<file path="config.mk">
export PLATFORM = sky130hd
export DESIGN_NAME = fifo_wptr_full
export DESIGN_NICKNAME = d
export VERILOG_FILES = /design/src/rtl/fifo_wptr_full.sv
export SDC_FILE = /design/constraint.sdc
export NUM_CORES = 1
export LEC_CHECK = 0
export CAP_MARGIN = 20
export CORE_MARGIN = 3
export CORE_UTILIZATION = 50
export CTS_CLUSTER_SIZE = 20
export DETAILED_ROUTE_END_ITERATION = 7
export PLACE_DENSITY = 0.88
export SYNTH_ARGS = -nofsm -noshare
export SYNTH_HDL_FRONTEND = slang
export SYNTH_SLANG_ARGS = --single-unit
</file>
<file path="constraint.sdc">
create_clock -name clk -period 5.95 [get_ports clk]
set_input_delay 1.19 -clock clk [delete_from_list [all_inputs] [get_ports clk]]
set_output_delay 1.19 -clock clk [all_outputs]
set_load 0.02 [all_outputs]
</file>
<file path="src/rtl/fifo_wptr_full.sv">
// fifo_wptr_full: write-domain pointer, Gray export, read-pointer sync and full/level/overflow flags
// of the async FIFO.
module fifo_wptr_full #(
   parameter int ADDR_W    = 3,
   parameter int AF_THRESH = 6
) (
   input  logic              clk,
   input  logic              rst,
   input  logic              wr_en,
   input  logic [ADDR_W:0]   rptr_gray,
   input  logic              clr_ovf,
   output logic              wr_ok,
   output logic [ADDR_W-1:0] waddr,
   output logic [ADDR_W:0]   wptr_gray,
   output logic              full,
   output logic              almost_full,
   output logic [ADDR_W:0]   level,
   output logic              overflow
);
   logic [ADDR_W:0] r_wbin, r_wgray, r_rq1, r_rq2, r_level;
   logic            r_full, r_af, r_ovf;
   logic [ADDR_W:0] w_wbin_next, w_wgray_next, w_rbin_s, w_level_next;
   logic            w_full_next;

   assign wr_ok        = wr_en && !r_full;
   assign w_wbin_next  = r_wbin + {{ADDR_W{1'b0}}, wr_ok};
   assign w_wgray_next = w_wbin_next ^ (w_wbin_next >> 1);
   assign w_level_next = w_wbin_next - w_rbin_s;
   // Full when the write pointer is exactly one lap ahead of the synced read pointer.
   assign w_full_next  = w_wgray_next == {~r_rq2[ADDR_W:ADDR_W-1], r_rq2[ADDR_W-2:0]};

   for (genvar i = 0; i <= ADDR_W; i++) begin : g_g2b
      assign w_rbin_s[i] = ^r_rq2[ADDR_W:i];
   end

   always_ff @(posedge clk or posedge rst) begin
      if (rst) begin
         r_wbin  <= '0;
         r_wgray <= '0;
         r_rq1   <= '0;
         r_rq2   <= '0;
         r_level <= '0;
         r_full  <= 1'b0;
         r_af    <= 1'b0;
         r_ovf   <= 1'b0;
      end else begin
         r_wbin  <= w_wbin_next;
         r_wgray <= w_wgray_next;
         r_rq1   <= rptr_gray;
         r_rq2   <= r_rq1;
         r_level <= w_level_next;
         r_full  <= w_full_next;
         r_af    <= w_level_next >= (ADDR_W+1)'(AF_THRESH);
         r_ovf   <= (wr_en && r_full) || (r_ovf && !clr_ovf);
      end
   end

   assign waddr       = r_wbin[ADDR_W-1:0];
   assign wptr_gray   = r_wgray;
   assign full        = r_full;
   assign almost_full = r_af;
   assign level       = r_level;
   assign overflow    = r_ovf;
endmodule
</file>
==> metrics.md <==
| Metric | Value |
|---|---|
| Clk buf depth | `2` |
| Seq pwr share | `29.9%` |
| H-tree depth | `1` |
| Synth Instances | `67` |
| Tot GR Track Use | `~14%` |
| Die span in y | `just under 50 µm` |
| Psw | `~320 µW` |
| Peak VDD IR | `around 340 µV` |
| Total grt overflow | `0` |
| Total Wirelength | `1480 µm` |
| Global-route wire length before repair | `between 2000 and 2500 µm` |
| Final WS setup | `roughly 2.3 ns` |
| Mean Syn Cell Area | `around 14 µm²` |
| IO Count | `23` |
| Die area | `between 2000 and 2500 µm²` |
| Critical-path top delay cell | `clkdlybuf4s50_1` |
| CTS tree | `built` |
| Final setup violation count | `0` |
| Clock skew | `approximately 0.0061 ns` |
| Post-Syn Area | `between 900 and 1000 µm²` |
| RSZ-0062 raised after global routing | `false` |
| Setup WS pre-CTS | `2.29 ns` |
| Clk slew on worst S/H paths | `roughly 0.11 ns` |
| DRT iter0 DRCs | `4` |
| PwrDens | `roughly 650 nW/µm²` |
| Final Net Count | `roughly 110` |
| Num CTS Buffers | `3` |
| Initial antenna violation count | `0` |
| Startpoint types | `input pin` |
| Worst Path Buf+Inv | `2` |
| Clock period minus worst slack | `3.66 ns` |
| Status | `finished clean` |
| Setup TNS | `0 ns` |
| WL/cell | `12.6 µm` |
| Worst min path class | `flip-flop to flip-flop` |
| FF+latch count, synth | `22` |
| Clock sink total | `22` |
| Starting density of the core | `between 50% and 60%` |
| CTS resizes | `0` |
| Combinational Power Share | `between 60% and 70%` |
| Most frequent cells in the layout | `22 x dfrtp_1, 22 x clkdlybuf4s50_1, 10 x xnor2_1, 10 x inv_1, 5 x ha_1` |
| Hold Fails Final Rpt | `0` |
| Diodes inserted | `0` |
| Most used cell along the critical path | `clkdlybuf4s50_1` |
| Pre-Repair DR Iteration Count | `4` |
| Hold buffers post-CTS | `0` |
| Post-CTS Setup Inserts | `0` |
| Worst-Margin Slew | `0.767 ns` |
| I/O Buffers | `22` |
| Period utilization | `between 60 and 70%` |
| Final max-slew violation count | `0` |
| Die W | `slightly below 50 µm` |
| Post-Layout Cell Count | `~120` |
| Worst path arrival time | `between 2 and 2.5 ns` |
| Post-synth top area share | `60.0%` |
| Final Power | `between 700 and 800 µW` |
| Drt via density | `4.94` |
| Switching Fraction | `between 40% and 50%` |
| Ys Warns | `0` |
| Kind of end point of the critical path | `output port` |
| Layout area overhead | `31.2%` |
| Vias in the first global route | `616` |
| Clock Power Share | `just over 10%` |
| Placed cells | `113` |
| Critical Path Max Stage Delay | `between 0.6 and 0.7 ns` |
| Slew margin rel. | `approximately half` |
| Worst path cell trace | `clkdlybuf4s50_1 -> nor2b_1 -> clkdlybuf4s50_1` |
| Netlist cell types | `20` |
| RePlAce Congestion | `0.682` |
| Largest net degree at the start of global routing | `23` |
| Max Clk Rate | `0.273 GHz` |
| Core footprint | `about 1600 µm²` |
| Worst-Skew Late Latency | `~0.30 ns` |
| Max-Cap Viols | `0` |
| Critical path class | `input pin to output port` |
| ANT nets after route | `0` |
| Post-DP HPWL | `~1100 µm` |
| Cell taking the most area after synthesis | `dfrtp_1` |
| Critical path's top delay family | `buffers and inverters` |
| Root Driver | `clkbuf_4` |
| Pint | `465 µW` |
| Row count | `14` |
| CP Max Fanout | `2` |
| Sequential area share after synthesis | `60.0%` |
| Dominant cells by area after synthesis | `dfrtp_1 60%, xnor2_1 9.5%, ha_1 6.8%` |
| Syn Nets | `81` |
| Post-route DRC | `0` |
| DR vias | `between 500 and 600` |
| Layout cells sized above 1 | `under 10%` |
| Req. time, crit path | `between 4 and 5 ns` |
| Leakage | `about 0.00053 µW` |
-- kinds of logic (layout without fill, tap and decap cells) --
logic type               Yosys count  in the layout  share of synthesized area [%]
AND/OR/NAND/NOR                    5              5                           2.87
buffers and inverters             10             36                           4.09
adder cells (fa/ha/maj)            6              6                           9.00
XOR/XNOR                          16             16                           16.9
AO/OA/AOI/OAI                      8              8                           7.09
flip-flops                        22             22                           60.0
-- cell type report --
type	instances	area, µm²
Multi-Input combinational cell	35	329
Fill cell	123	408
Tap cell	24	30.0
Inverter	10	37.5
Clock buffer	4	36.3
Timing Repair Buffer	22	220
Sequential cell	22	551
-- sequential cells by signal (all words and copies together) (netlist names) --
name         flops
almost_full      1
r_rq2            4
wptr_gray        3
overflow         1
r_wbin           4
r_rq1            4
level            4
full             1
-- routing by layer --
metal / part of all wire (%) / vias up / routed length [µm] / global-route usage [%]
met3: 5.6 / 2 / 83 / 3.36
met4: 0.95 / 0 / 14 / 5.69
li1: - / 265 / - / -
met5: 0 / - / 0 / 0
met1: 38 / 289 / 562 / 11.6
met2: 55 / 22 / 820 / 28.3
-- final timing paths --
path / start / end / slack, ns / cells past startpoint
worst min-delay path: r_rq1[1] / r_rq2[1] / 0.36 / 0
min in group asynchronous: rst / full / 1.31 / 2
worst max-delay path: wr_en / wr_ok / 2.29 / 3
worst min register to register: r_rq1[1] / r_rq2[1] / 0.36 / 0
max in group asynchronous: rst / r_wbin[0] / 4.16 / 2
worst max register to register: r_rq2[3] / almost_full / 3.49 / 8
-- through the flow --
step / hold slack, ns / utilization [%] / cell area, µm²
6_report: 0.361 / 74.7 / 1200
4_1_cts: 0.365 / 74.7 / 1200
3_3_place_gp: 0.333 / 72.4 / 1170
2_1_floorplan: 0.331 / - / 917
3_5_place_dp: 0.338 / 72.4 / 1170
5_1_grt: 0.369 / 74.7 / 1200
-- cells in the mapped netlist (all sizes together) --
library cell and instances:
dfrtp 22, xnor2 11, inv 10, ha 5, xor2 5, nand3 2
a211oi 1, a21boi 1, a21oi 1, a221o 1, fa 1, nand2 1
nor2b 1, o21a 1, o21ai 1, o2bb2ai 1, o32ai 1, or3 1
-- power by group through the flow --
stage | Sequential [µW] | Combinational (µW) | Clock (µW)
after floorplan | 296 | 249 | 0
after global placement | 234 | 448 | 0
after detailed placement | 239 | 462 | 0
after CTS | 235 | 472 | 80.2
after global routing | 240 | 506 | 84.2
final | 234 | 470 | 78.7
(Power assumes the default switching activity.)
